### src/rtl/mips_seq_alu.sv
// rtl/mips_seq_alu.sv - clocked MIPS ALU with iterative MULTU/DIVU and Start/Busy/Done handshake
module mips_seq_alu #(
    parameter int WIDTH = 32,
    localparam int CW = $clog2(WIDTH + 1)
) (
    input  logic             clk,
    input  logic             reset,
    input  logic             Start,
    input  logic [3:0]       ALUCtl,
    input  logic [WIDTH-1:0] A,
    input  logic [WIDTH-1:0] B,
    output logic             Busy,
    output logic             Done,
    output logic [WIDTH-1:0] ALUOut,
    output logic [WIDTH-1:0] HI,
    output logic             Zero,
    output logic             Overflow,
    output logic             DivZero
);
    localparam logic [3:0] OP_AND  = 4'd0;
    localparam logic [3:0] OP_OR   = 4'd1;
    localparam logic [3:0] OP_ADD  = 4'd2;
    localparam logic [3:0] OP_MULT = 4'd3;
    localparam logic [3:0] OP_DIV  = 4'd4;
    localparam logic [3:0] OP_SUB  = 4'd6;
    localparam logic [3:0] OP_SLT  = 4'd7;
    localparam logic [3:0] OP_SLTU = 4'd8;
    localparam logic [3:0] OP_NOR  = 4'd12;

    typedef enum logic [1:0] {IDLE, ITER, FIN} state_t;

    state_t           state;
    logic [3:0]       op;
    logic [WIDTH-1:0] a_r, b_r;
    logic [WIDTH-1:0] hi_acc, lo_acc;
    logic [CW-1:0]    cnt;
    logic             dz;

    logic [WIDTH-1:0] res, sum, diff;
    logic             ovf;
    logic [WIDTH:0]   mul_sum;
    logic [WIDTH:0]   shifted;
    logic             ge;
    logic [WIDTH-1:0] div_rem;
    logic [WIDTH-1:0] iter_hi, iter_lo;

    assign Busy = (state != IDLE);

    always_comb begin
        sum  = a_r + b_r;
        diff = a_r - b_r;
        res  = '0;
        ovf  = 1'b0;
        case (op)
            OP_AND:  res = a_r & b_r;
            OP_OR:   res = a_r | b_r;
            OP_ADD: begin
                res = sum;
                ovf = (a_r[WIDTH-1] == b_r[WIDTH-1]) && (sum[WIDTH-1] != a_r[WIDTH-1]);
            end
            OP_SUB: begin
                res = diff;
                ovf = (a_r[WIDTH-1] != b_r[WIDTH-1]) && (diff[WIDTH-1] != a_r[WIDTH-1]);
            end
            OP_SLT:  res = {{(WIDTH-1){1'b0}}, ($signed(a_r) < $signed(b_r))};
            OP_SLTU: res = {{(WIDTH-1){1'b0}}, (a_r < b_r)};
            OP_NOR:  res = ~(a_r | b_r);
            default: res = '0;
        endcase
    end

    // Multiply: {hi_acc,lo_acc} holds partial product and remaining multiplier bits.
    // Divide: hi_acc is the running remainder, lo_acc shifts dividend out and quotient in.
    always_comb begin
        mul_sum = {1'b0, hi_acc} + (lo_acc[0] ? {1'b0, a_r} : '0);
        shifted = {hi_acc, lo_acc[WIDTH-1]};
        ge      = (shifted >= {1'b0, b_r});
        div_rem = shifted[WIDTH-1:0] - b_r;
        if (op == OP_MULT) begin
            iter_hi = mul_sum[WIDTH:1];
            iter_lo = {mul_sum[0], lo_acc[WIDTH-1:1]};
        end else begin
            iter_hi = ge ? div_rem : shifted[WIDTH-1:0];
            iter_lo = {lo_acc[WIDTH-2:0], ge};
        end
    end

    always_ff @(posedge clk) begin
        if (reset) begin
            state    <= IDLE;
            op       <= '0;
            a_r      <= '0;
            b_r      <= '0;
            hi_acc   <= '0;
            lo_acc   <= '0;
            cnt      <= '0;
            dz       <= 1'b0;
            Done     <= 1'b0;
            ALUOut   <= '0;
            HI       <= '0;
            Zero     <= 1'b1;
            Overflow <= 1'b0;
            DivZero  <= 1'b0;
        end else begin
            Done <= 1'b0;
            case (state)
                IDLE: begin
                    if (Start) begin
                        op  <= ALUCtl;
                        a_r <= A;
                        b_r <= B;
                        dz  <= 1'b0;
                        if (ALUCtl == OP_MULT) begin
                            hi_acc <= '0;
                            lo_acc <= B;
                            cnt    <= CW'(WIDTH);
                            state  <= ITER;
                        end else if (ALUCtl == OP_DIV) begin
                            if (B == '0) begin
                                hi_acc <= A;
                                lo_acc <= '1;
                                dz     <= 1'b1;
                                state  <= FIN;
                            end else begin
                                hi_acc <= '0;
                                lo_acc <= A;
                                cnt    <= CW'(WIDTH);
                                state  <= ITER;
                            end
                        end else begin
                            state <= FIN;
                        end
                    end
                end
                ITER: begin
                    hi_acc <= iter_hi;
                    lo_acc <= iter_lo;
                    cnt    <= cnt - CW'(1);
                    if (cnt == CW'(1))
                        state <= FIN;
                end
                FIN: begin
                    Done  <= 1'b1;
                    state <= IDLE;
                    if (op == OP_MULT || op == OP_DIV) begin
                        ALUOut   <= lo_acc;
                        HI       <= hi_acc;
                        Zero     <= (lo_acc == '0);
                        Overflow <= 1'b0;
                        DivZero  <= dz;
                    end else begin
                        ALUOut   <= res;
                        Zero     <= (res == '0);
                        Overflow <= ovf;
                        DivZero  <= 1'b0;
                    end
                end
                default: state <= IDLE;
            endcase
        end
    end
endmodule

### config.mk
export PLATFORM = sky130hd
export DESIGN_NAME = mips_seq_alu
export DESIGN_NICKNAME = d
export VERILOG_FILES = /design/src/rtl/mips_seq_alu.sv
export SDC_FILE = /design/constraint.sdc
export NUM_CORES = 1
export LEC_CHECK = 0
export ABC_AREA = 1
export BUFFER_PORTS_ARGS = -buffer_cell sky130_fd_sc_hd__buf_2
export CAP_MARGIN = 0
export CORE_MARGIN = 3
export CORE_UTILIZATION = 50
export DETAILED_ROUTE_END_ITERATION = 12
export PLACE_DENSITY_LB_ADDON = 0.15
export SLEW_MARGIN = 20
export SYNTH_ARGS = -nofsm -noshare
export SYNTH_HDL_FRONTEND = slang
export SYNTH_SLANG_ARGS = --single-unit
### constraint.sdc
create_clock -name clk -period 4.5 [get_ports clk]
set_clock_uncertainty 0.05 [all_clocks]
set_input_delay 0.9 -clock clk [delete_from_list [all_inputs] [get_ports clk]]
set_output_delay 0.9 -clock clk [all_outputs]
set_load 0.005 [all_outputs]
# Word level (Yosys, flattened, before mapping)
# Index checks and enable logic that the tools add are counted.
dict set report op_classes {
  add_sub_neg 5
  n_reduce_logical 15
  bitwise_logic 3
  mux 35
  magnitude_cmp 3
  n_eq_ne 21
}
# operator n
set ops {}
lappend ops {{32-bit two-way mux} 13}
lappend ops {{32-bit case mux with 7 select lines} 1}
lappend ops {{32-bit case mux with 2 select lines} 2}
lappend ops {{32-bit zero test} 3}
lappend ops {{32-bit less-than comparator} 2}
lappend ops {{32-bit subtractor} 2}
lappend ops {{32-bit by 32-bit adder with 33-bit output} 1}
lappend ops {{33-bit by 32-bit greater-or-equal comparator with 1-bit output} 1}
lappend ops {{32-bit adder} 1}
lappend ops {{32-bit AND} 1}
lappend ops {{32-bit NOT} 1}
lappend ops {{32-bit bitwise OR} 1}
lappend ops {{6-bit two-way mux} 4}
lappend ops {{4-bit by 3-bit == test with 1-bit output, second input constant} 4}
lappend ops {{4-bit by 2-bit == test with 1-bit output, second input constant} 3}
lappend ops {{6-bit case mux with 2 select lines} 1}
lappend ops {{2-bit two-way mux} 5}
lappend ops {{4-bit == test, second input constant} 2}
lappend ops {{1-bit two-way mux} 7}
lappend ops {{6-bit by 1-bit == test with 1-bit output, second input constant} 1}
lappend ops {{3-bit != test, second input constant} 2}
lappend ops {{2-bit AND reduction} 3}
lappend ops {{6-bit by 1-bit subtractor with 6-bit output, second input constant} 1}
lappend ops {{4-bit by 1-bit == test with 1-bit output, second input constant} 1}
lappend ops {{other kinds (14)} 19}
dict set report totals {
  word_cells 96
  inputBits 71
  ff_bits 209
  output_inout_bits 69
}

# Depth between registers and ports, before layout
# Gate-level depths: netlist of run 1.
dict set report logic_depth {
  word_depth 6
  mapped_depth 24
  depth_no_buf 23
}

# Worst setup path after synthesis of run 1
# OpenSTA, ideal clock, no wires.
dict set report synth_path {
  kind {register to register}
  from {register lo_acc[0]}
  to {register hi_acc[27]}
  period_less_slack_ns 2.579
  path_buffers 3
  required_ns 4.333
  setup_ns 0.117
  setup_slack_ns 1.921
  t_arrival_ns 2.412
  stages_incl_launch_ff 18
  path_cell_list {dfxtp_1 clkbuf_1 clkbuf_1 nand2_1 inv_1 ha_1 clkbuf_1 a21oi_1 o21ai_1 a21oi_1 inv_1 nand3_1 nand3_1 a21o_1 o21ai_0 nand2_1 a21oi_1 nor2_1}
}
dict set report synth_via {
  elab_chain_cells 4
}
# item line_no
set synth_rtl {}
lappend synth_rtl {{from (decl)} 35} ;# logic [WIDTH-1:0] hi_acc, lo_acc;
lappend synth_rtl {{from (signal assigned)} 137} ;# lo_acc <= iter_lo;
lappend synth_rtl {{32-bit two-way mux} 75} ;# mul_sum = {1'b0, hi_acc} + (lo_acc[0] ? {1'b0, a_r} : '0);
lappend synth_rtl {{32-bit by 32-bit adder with 33-bit output} 75}
lappend synth_rtl {{32-bit two-way mux} 79} ;# if (op == OP_MULT) begin
lappend synth_rtl {{32-bit case mux with 2 select lines} 106} ;# case (state)
lappend synth_rtl {{to (signal assigned)} 136} ;# hi_acc <= iter_hi;
lappend synth_rtl {{to (decl)} 35}
# No other way between the ends.
# A chain may end at the register's enable or synchronous reset.

# Worst setup path after layout of run 1
dict set report layout_path {
  from {register lo_acc[0]}
  to {register hi_acc[12]}
}
# The elaborated chain is that of the path after synthesis.

==> results of run 1 <==
## path summary, 6_finish.rpt
path,end,slack (ns),start
worst min register to register,ALUOut[3],0.41,ALUOut[3]
worst max-delay path,hi_acc[12],1.01,lo_acc[0]
worst max register to register,hi_acc[12],1.01,lo_acc[0]
worst min-delay path,ALUOut[3],0.41,ALUOut[3]
## through the flow
| stage | setup WS [ns] | hold slack (ns) | instance area (um2) |
|---|---|---|---|
| after floorplan | 1.92 | 0.391 | 19700 |
| after global placement | 1.09 | 0.399 | 20600 |
| after detailed placement | 1.01 | 0.402 | 20600 |
| after CTS | 1.20 | 0.412 | 21600 |
| after global routing | 0.774 | 0.429 | 21600 |
| final | 1.01 | 0.411 | 21600 |
## kinds of logic after synthesis
logic type                 after synthesis  synth area share (%)
AOI/OAI and AO/OA                      878                  25.3
xor gates and xnor gates                39                  1.73
adders and majority gates              169                  10.9
buffers and inverters                  617                  12.4
DFF                                    209                  21.2
and+or+nand+nor                       1346                  28.6
## final cells by class
type                            instances  area, um2
Inverter                              470       1770
Fill cell                            4002      17300
Multi-Input combinational cell       2432      13100
Sequential cell                       209       4180
Tap cell                              518        648
Clock buffer                           35        744
Timing Repair Buffer                  166        898
Clock inverter                         11        185
## power groups by stage
stage                     Sequential (W)  Clock, W  Combinational (W)
after floorplan                  0.00212         0            0.00224
after global placement           0.00218         0            0.00314
after detailed placement         0.00218         0            0.00316
after CTS                        0.00214   0.00232            0.00318
after global routing             0.00217   0.00239            0.00357
final                            0.00215   0.00232            0.00328
## worst max-delay path, delay by kind of cell, from the launching register on
family	cells	cell delay (ns)
buffers and inverters	3	0.35
AO/OA/AOI/OAI	6	1.36
AND/OR/NAND/NOR	3	0.56
flip-flops	1	0.77
adder cells (fa/ha/maj)	1	0.28
## cell usage in the layout, fill, tap and decap left out, types with 4 or more instances in the layout
master,netlist,final
sky130_fd_sc_hd__a21o_1,9,9
sky130_fd_sc_hd__a21oi_1,339,339
sky130_fd_sc_hd__a21oi_2,7,7
sky130_fd_sc_hd__a221oi_1,24,24
sky130_fd_sc_hd__a31oi_1,42,42
sky130_fd_sc_hd__buf_2,34,139
sky130_fd_sc_hd__buf_4,6,27
sky130_fd_sc_hd__bufinv_16,0,4
sky130_fd_sc_hd__clkbuf_16,0,26
sky130_fd_sc_hd__clkbuf_8,0,6
sky130_fd_sc_hd__dfxtp_1,209,209
sky130_fd_sc_hd__fa_1,4,4
sky130_fd_sc_hd__ha_1,165,165
sky130_fd_sc_hd__inv_1,467,463
sky130_fd_sc_hd__inv_2,2,4
sky130_fd_sc_hd__nand2_1,654,653
sky130_fd_sc_hd__nand2_2,12,12
sky130_fd_sc_hd__nand3_1,219,219
sky130_fd_sc_hd__nand3_2,4,4
sky130_fd_sc_hd__nand3b_1,5,5
sky130_fd_sc_hd__nand4_1,33,33
sky130_fd_sc_hd__nor2_1,356,351
sky130_fd_sc_hd__nor2_2,7,11
sky130_fd_sc_hd__nor3_1,25,25
sky130_fd_sc_hd__nor4_1,15,15
sky130_fd_sc_hd__o211ai_1,36,36
sky130_fd_sc_hd__o211ai_2,21,21
sky130_fd_sc_hd__o21a_1,6,6
sky130_fd_sc_hd__o21ai_0,330,330
sky130_fd_sc_hd__o21ai_1,9,9
sky130_fd_sc_hd__o21bai_1,13,13
sky130_fd_sc_hd__o221ai_1,5,5
sky130_fd_sc_hd__o22ai_1,22,22
sky130_fd_sc_hd__or2_2,6,6
sky130_fd_sc_hd__xnor2_1,22,22
sky130_fd_sc_hd__xor2_1,17,17
## flip-flops by register name (all words and copies together), names as in the netlist
name      count
Done          1
Overflow      1
b_r          32
dz            1
DivZero       1
HI           32
ALUOut       32
op            4
state         2
a_r          32
lo_acc       32
cnt           6
Zero          1
hi_acc       32
## routing by layer
layer	share of wire [%]	track usage [%]	up-vias
li1	-	-	10905
met1	40	52.4	10866
met2	43	62.0	1404
met3	9.4	5.34	280
met4	7.4	23.9	2
met5	0.012	0	-
## Yosys cell counts (3+ instances only)
master | n | area (um2)
sky130_fd_sc_hd__xnor2_1 | 22 | 193
sky130_fd_sc_hd__clkbuf_1 | 92 | 345
sky130_fd_sc_hd__inv_1 | 467 | 1750
sky130_fd_sc_hd__fa_1 | 4 | 80.1
sky130_fd_sc_hd__nand3_1 | 219 | 1100
sky130_fd_sc_hd__o21a_1 | 6 | 45.0
sky130_fd_sc_hd__a221oi_1 | 24 | 210
sky130_fd_sc_hd__buf_4 | 6 | 45.0
sky130_fd_sc_hd__a21boi_0 | 3 | 22.5
sky130_fd_sc_hd__dfxtp_1 | 209 | 4180
sky130_fd_sc_hd__a21o_1 | 9 | 67.6
sky130_fd_sc_hd__nor2_2 | 7 | 43.8
sky130_fd_sc_hd__buf_1 | 6 | 22.5
sky130_fd_sc_hd__a31oi_1 | 42 | 263
sky130_fd_sc_hd__o21bai_1 | 13 | 97.6
sky130_fd_sc_hd__a21oi_2 | 7 | 61.3
sky130_fd_sc_hd__o221ai_1 | 5 | 43.8
sky130_fd_sc_hd__nor2_1 | 356 | 1340
sky130_fd_sc_hd__nand3b_1 | 5 | 37.5
sky130_fd_sc_hd__o21ai_1 | 9 | 45.0
sky130_fd_sc_hd__ha_1 | 165 | 2060
sky130_fd_sc_hd__nand2_2 | 12 | 75.1
sky130_fd_sc_hd__nor3_2 | 3 | 30.0
sky130_fd_sc_hd__nand4_1 | 33 | 206
sky130_fd_sc_hd__o21ai_0 | 330 | 1650
sky130_fd_sc_hd__nand3_2 | 4 | 40.0
sky130_fd_sc_hd__nand2_1 | 654 | 2450
sky130_fd_sc_hd__buf_2 | 34 | 170
sky130_fd_sc_hd__or2_2 | 6 | 37.5
sky130_fd_sc_hd__o21ai_2 | 3 | 26.3
sky130_fd_sc_hd__nor4_1 | 15 | 93.8
sky130_fd_sc_hd__nor3_1 | 25 | 125
sky130_fd_sc_hd__o211ai_2 | 21 | 263
sky130_fd_sc_hd__o211ai_1 | 36 | 270
sky130_fd_sc_hd__o22ai_1 | 22 | 138
sky130_fd_sc_hd__buf_6 | 8 | 90.1
sky130_fd_sc_hd__a21oi_1 | 339 | 1700
sky130_fd_sc_hd__xor2_1 | 17 | 149
==> qor.log, run 1 <==
INFO  die            num_io_pins=140
INFO  critical_path  worstPathRequired=4.89ns
INFO  timing         timing.max_slew.rel_slack=30.8%
INFO  logic_synthesis yosys.cell_types.count=54
INFO  clocking       cts_hold_repair.buffers=0
INFO  logic_synthesis synth-seq-cells=209
INFO  power_and_ir_drop netSwitchingPower=0.00340W
INFO  timing         final_count_of_negative_setup_slack_endpoints=0
INFO  min_path       min_path_cells=2
INFO  clocking       clk_latency=0.58ns
INFO  drt            totalWireLength=86500um
INFO  cells_and_area synthToLayoutAreaGrowth=9.25%
INFO  status         outcome=finished, final reports clean
INFO  critical_path  slowest_cell_delay_on_critical_path=0.77ns
INFO  cells_and_area num_antenna_cells=0
INFO  power_and_ir_drop power.sequential.fraction=27.8%
INFO  logic_synthesis synth.yosys.warnings=0
INFO  cells_and_area fin_cells=3841
INFO  timing         min_period_over_period=77.6%
INFO  clocking       tritoncts_clock_tree=built
INFO  logic_synthesis synth_top_flop_cell=sky130_fd_sc_hd__dfxtp_1
INFO  timing         max_clock_freq=286MHz
INFO  cells_and_area final_net_count=3545
INFO  logic_synthesis syn-instance-count=3258
INFO  timing         number_of_pins_with_negative_max_slew_slack_in_the_final_report=0
INFO  clocking       clock-root-buffer=sky130_fd_sc_hd__clkbuf_16
INFO  logic_synthesis postSynth.asyncResetShare=0%
INFO  power_and_ir_drop internal_power=0.00435W
INFO  critical_path  worst_path_max_delay_cell=sky130_fd_sc_hd__dfxtp_1
INFO  timing         layout_min_cycle_time=3.49ns
INFO  power_and_ir_drop comb_power_share=42.4%
INFO  clocking       h-tree-depth=1
INFO  global_routing grt_pass1_vias=21464
INFO  global_routing antenna_found_initial=1
INFO  die            fp.dieArea=0.0419mm2
INFO  drt            avgRoutedWirePerCell=22.5um
INFO  cells_and_area final_core_utilization=55.6%
INFO  critical_path  crit_path_end_kind=register
INFO  flow_run       max_capacitance_violation_total=0
INFO  placed_design  gp_congestion=1.10
INFO  die            start_util=50.9%
INFO  die            floorplan.core_area=0.0388mm2
INFO  power_and_ir_drop clock_network_fraction_of_design_power=29.9%
INFO  die            floorplan.rows=72
INFO  critical_path  start_kind=register
INFO  drt            vias=23457
INFO  logic_synthesis syn_area=0.0197mm2
INFO  clocking       cts_setup_buffers=0
INFO  placed_design  detailedPlacementHpwl=69100um
INFO  die            chipWidth=205um
INFO  clocking       number_of_clock_sinks_seen_by_cts=209
INFO  timing         rsz0062_at_grt=no
INFO  clocking       cts.clk_slew.worst_paths=0.06ns
INFO  critical_path  worstPathCellList=nand2_1, inv_1, ha_1, nand2_1, inv_1, a21oi_1, o21ai_0, a21oi_1, inv_1, o21ai_0, o211ai_2, a21oi_1, nor2_1
INFO  critical_path  crit_arrival=3.88ns
INFO  drt            remaining_drc_errors=0
INFO  drt            detail_route.vias_per_cell=6.11
INFO  cells_and_area fraction_of_final_layout_cells_sized_beyond_drive_strength_1=8.73%
INFO  logic_synthesis synth_edf_count=0
INFO  die            die_h=205um
INFO  timing         timing_hold_violations_final=0
INFO  timing         slew_of_the_pin_with_the_lowest_slew_margin=1.04ns
INFO  power_and_ir_drop power_per_cell_area=359mW/mm2
INFO  logic_synthesis synthesis.area_per_instance=6.06um2
INFO  drt            dr.first_iter.drc_count=3166
INFO  global_routing grt_overflow=0
INFO  critical_path  r2r_cells=13
INFO  logic_synthesis nets_in_the_synthesized_netlist=3498
INFO  power_and_ir_drop vdd_ir_drop_max=301uV
INFO  drt            post_detailed_route_count_of_antenna_violating_nets=0
INFO  timing         fin_setup_tns=0ns
INFO  clocking       cts-buffers-inserted=26
INFO  global_routing grt_pass1_wl=128000um
INFO  power_and_ir_drop report.power.total=0.00775W
INFO  logic_synthesis synth_sequential_area_ratio=21.2%
INFO  critical_path  timing.critical_path.fanout_max=18
INFO  critical_path  critPathKind=register to register
INFO  clocking       ctsResizeCount=0
INFO  power_and_ir_drop power.leakage=10.7nW
INFO  power_and_ir_drop sw_frac_of_total=43.8%
INFO  placed_design  dpl.cell_count=3795
INFO  global_routing grt.total_usage=39.8%
INFO  clocking       cts_max_path_buffers=3
INFO  global_routing grt_start_max_net_pins=106
INFO  drt            drt_pass1_iterations=7
INFO  placed_design  total_of_buffers_placed_on_input_and_output_ports=139
INFO  min_path       min-delay-path-class=register to register
(Power assumes the default switching activity.)
==> run 2: changes to the inputs <==
==> constraint.sdc (replaced) <==
create_clock -name clk -period 3.5 [get_ports clk]
set_clock_uncertainty 0.05 [all_clocks]
set_input_delay 0.7 -clock clk [delete_from_list [all_inputs] [get_ports clk]]
set_output_delay 0.7 -clock clk [all_outputs]
set_load 0.005 [all_outputs]
==> run 2 against run 1 <==
Effect of this change: global-route usage is 1.0 points higher; worst hold slack better by 0.0033 ns; flip-flop and latch count stayed put; non-clock buffer count is 57 higher; cell count is 1.5% higher; core utilization is 1.2 points higher; clock power is 21% higher; critical path depth is 8 higher; largest power group unchanged; highest routed layer unchanged.
==> qor.log, run 2 (synthesis gave the netlist of run 1 again) <==
INFO  flow_run       max_capacitance_violation_total=0
INFO  die            floorplan.rows=72
INFO  global_routing grt_overflow=0
INFO  placed_design  dpl_worst_slack=-0.0178ns
INFO  die            floorplan.core_area=0.0388mm2
INFO  clocking       h-tree-depth=1
INFO  drt            remaining_drc_errors=0
INFO  critical_path  crit_arrival=3.73ns
INFO  critical_path  crit_path_end_kind=register
INFO  critical_path  start_kind=register
INFO  min_path       min_from=ALUOut[3]
INFO  timing         layout_min_cycle_time=3.28ns
INFO  power_and_ir_drop netSwitchingPower=0.00442W
INFO  power_and_ir_drop comb_power_share=44.7%
INFO  clocking       tritoncts_clock_tree=built
INFO  clocking       number_of_clock_sinks_seen_by_cts=209
INFO  critical_path  critPathKind=register to register
INFO  die            fp.dieArea=0.0419mm2
INFO  clocking       cts-buffers-inserted=24
INFO  timing         timing.max_slew.rel_slack=15.4%
INFO  drt            highest-signal-layer=met5
INFO  timing         timing_hold_violations_final=0
INFO  timing         final.setup.worst_slack=0.218ns
INFO  critical_path  cp-startpoint=a_r[0]
INFO  drt            wire_length_on_met1=35100um
INFO  die            num_io_pins=140
INFO  cells_and_area fin_cells=3898
INFO  power_and_ir_drop internal_power=0.00560W
INFO  global_routing antenna_found_initial=4
INFO  min_path       min-delay-path-class=register to register
INFO  global_routing grt_start_max_net_pins=69
INFO  critical_path  worstPathRequired=3.95ns
INFO  placed_design  total_of_buffers_placed_on_input_and_output_ports=139
INFO  clocking       cts_hold_repair.buffers=0
INFO  drt            routed-wl-met2=38700um
INFO  clocking       clock-root-buffer=sky130_fd_sc_hd__clkbuf_16
INFO  drt            drt_pass1_iterations=7
INFO  timing         max_clock_freq=305MHz
INFO  power_and_ir_drop vdd_ir_drop_max=392uV
INFO  die            chipWidth=205um
INFO  drt            detail_route.vias_per_cell=6.08
INFO  power_and_ir_drop report.power.total=0.0100W
INFO  clocking       clk_latency=0.57ns
INFO  cells_and_area fill_cell_count=3959
INFO  timing         min_period_over_period=93.8%
INFO  cells_and_area most_frequent_standard_cell_in_the_layout_excluding_fill_and_tap_cells=sky130_fd_sc_hd__nand2_1
INFO  global_routing grt_pass1_vias=21941
INFO  critical_path  timing.critical_path.fanout_max=5
INFO  cells_and_area final_net_count=3600
INFO  die            start_util=50.9%
INFO  critical_path  worstReg2RegStart=a_r[0]
INFO  drt            avgRoutedWirePerCell=22.8um
INFO  placed_design  dpl.cell_count=3842
INFO  timing         final_count_of_negative_setup_slack_endpoints=0
INFO  power_and_ir_drop power_per_cell_area=455mW/mm2
INFO  global_routing grt.total_usage=40.8%
INFO  placed_design  detailedPlacementHpwl=72100um
INFO  cells_and_area multi_input_comb_area=0.0132mm2
INFO  power_and_ir_drop clock_network_fraction_of_design_power=28.0%
INFO  die            die_h=205um
INFO  cells_and_area final_core_utilization=56.7%
INFO  power_and_ir_drop power.leakage=11.0nW
INFO  cells_and_area layout_common_cells=sky130_fd_sc_hd__nand2_1 (652), sky130_fd_sc_hd__inv_1 (462), sky130_fd_sc_hd__nor2_1 (347), sky130_fd_sc_hd__a21oi_1 (339), sky130_fd_sc_hd__o21ai_0 (330)
INFO  drt            dr.first_iter.drc_count=3146
INFO  drt            route.met3.wl=8820um
INFO  status         outcome=finished, final reports clean
INFO  cells_and_area synthToLayoutAreaGrowth=11.5%
INFO  cells_and_area fraction_of_final_layout_cells_sized_beyond_drive_strength_1=10.5%
INFO  global_routing grt_pass1_wl=131000um
INFO  drt            post_detailed_route_count_of_antenna_violating_nets=0
INFO  drt            vias=23687
INFO  clocking       cts.clk_slew.worst_paths=0.07ns
INFO  cells_and_area seqCellArea=0.00419mm2
INFO  power_and_ir_drop sw_frac_of_total=44.1%
INFO  timing         slew_of_the_pin_with_the_lowest_slew_margin=1.26ns
INFO  power_and_ir_drop power.sequential.fraction=27.3%
INFO  clocking       cts_max_path_buffers=3
INFO  timing         number_of_pins_with_negative_max_slew_slack_in_the_final_report=0
INFO  placed_design  gp_congestion=1.08
INFO  timing         fin_hold_ws=0.414ns
INFO  timing         rsz0062_at_grt=no
INFO  drt            totalWireLength=88800um
[run 2: changes by cell type in the layout (fill, tap and decap cells not counted), sizes merged]
cell / before / now
diode: 0 / 2
clkbuf: 35 / 29
clkinvlp: 2 / 3
buf: 166 / 223
clkinv: 5 / 8
[run 2: worst paths after layout]
path,cells past startpoint,end,slack [ns]
worst min register to register,2,ALUOut[3],0.41
worst max-delay path,21,Zero,0.22
worst max register to register,21,Zero,0.22
worst min-delay path,2,ALUOut[3],0.41
[run 2: repair_timing]
item / in CTS / in global routing
pin swaps: 0 / 3
endpoints found under the setup margin: 1 / 4
gates resized for setup: 1 / 9
setup buffers: 0 / 10
[run 2: layer usage]
layer	global-route usage (%)	up-vias
met5	0	-
met1	52.5	10911
met2	64.7	1458
met4	22.3	6
met3	7.58	318
li1	-	10994
[run 2: cell type report]
| class | count | area share [%] |
|---|---|---|
| sequential | 209 | 19.0 |
| tap | 518 | 2.94 |
| inverter | 470 | 8.03 |
| antenna | 2 | 0.0227 |
| clock buffer | 29 | 3.00 |
| timing repair buffer | 223 | 6.31 |
| multi-input combinational | 2432 | 59.8 |
| clock inverter | 15 | 0.898 |
[run 2: through the flow]
step / setup TNS (ns) / cell area, um2
floorplan: 0 / 19700
global placement: -0.0776 / 21000
detailed placement: -0.0178 / 21000
CTS: 0 / 21900
global route: 0 / 22000
finish: 0 / 22000
[run 2: worst max-delay path, cell delays in order (launching register included)]
cell and delay (ns):
sky130_fd_sc_hd__dfxtp_1 0.33, sky130_fd_sc_hd__inv_1 0.14, sky130_fd_sc_hd__ha_1 0.16, sky130_fd_sc_hd__inv_1 0.14, sky130_fd_sc_hd__fa_1 0.52, sky130_fd_sc_hd__or2_0 0.27, sky130_fd_sc_hd__nand3_1 0.10, sky130_fd_sc_hd__nand2_1 0.06
sky130_fd_sc_hd__nor2_1 0.12, sky130_fd_sc_hd__nand2_1 0.18, sky130_fd_sc_hd__nor2_1 0.14, sky130_fd_sc_hd__nand3_1 0.08, sky130_fd_sc_hd__nor2_1 0.09, sky130_fd_sc_hd__nand2_1 0.10, sky130_fd_sc_hd__nor2_1 0.11, sky130_fd_sc_hd__nand3_1 0.12
sky130_fd_sc_hd__nor2_2 0.16, sky130_fd_sc_hd__buf_4 0.13, sky130_fd_sc_hd__nand3_1 0.05, sky130_fd_sc_hd__nand2_1 0.06, sky130_fd_sc_hd__nand2_1 0.06, sky130_fd_sc_hd__nand2_1 0.06
[run 2: power by group through the flow]
stage	registers, W	clock network [W]	logic, W
6_report	0.00274	0.00281	0.00448
5_1_grt	0.00276	0.00290	0.00482
4_1_cts	0.00273	0.00281	0.00425
3_5_place_dp	0.00278	0	0.00423
3_3_place_gp	0.00277	0	0.00420
2_1_floorplan	0.00273	0	0.00288
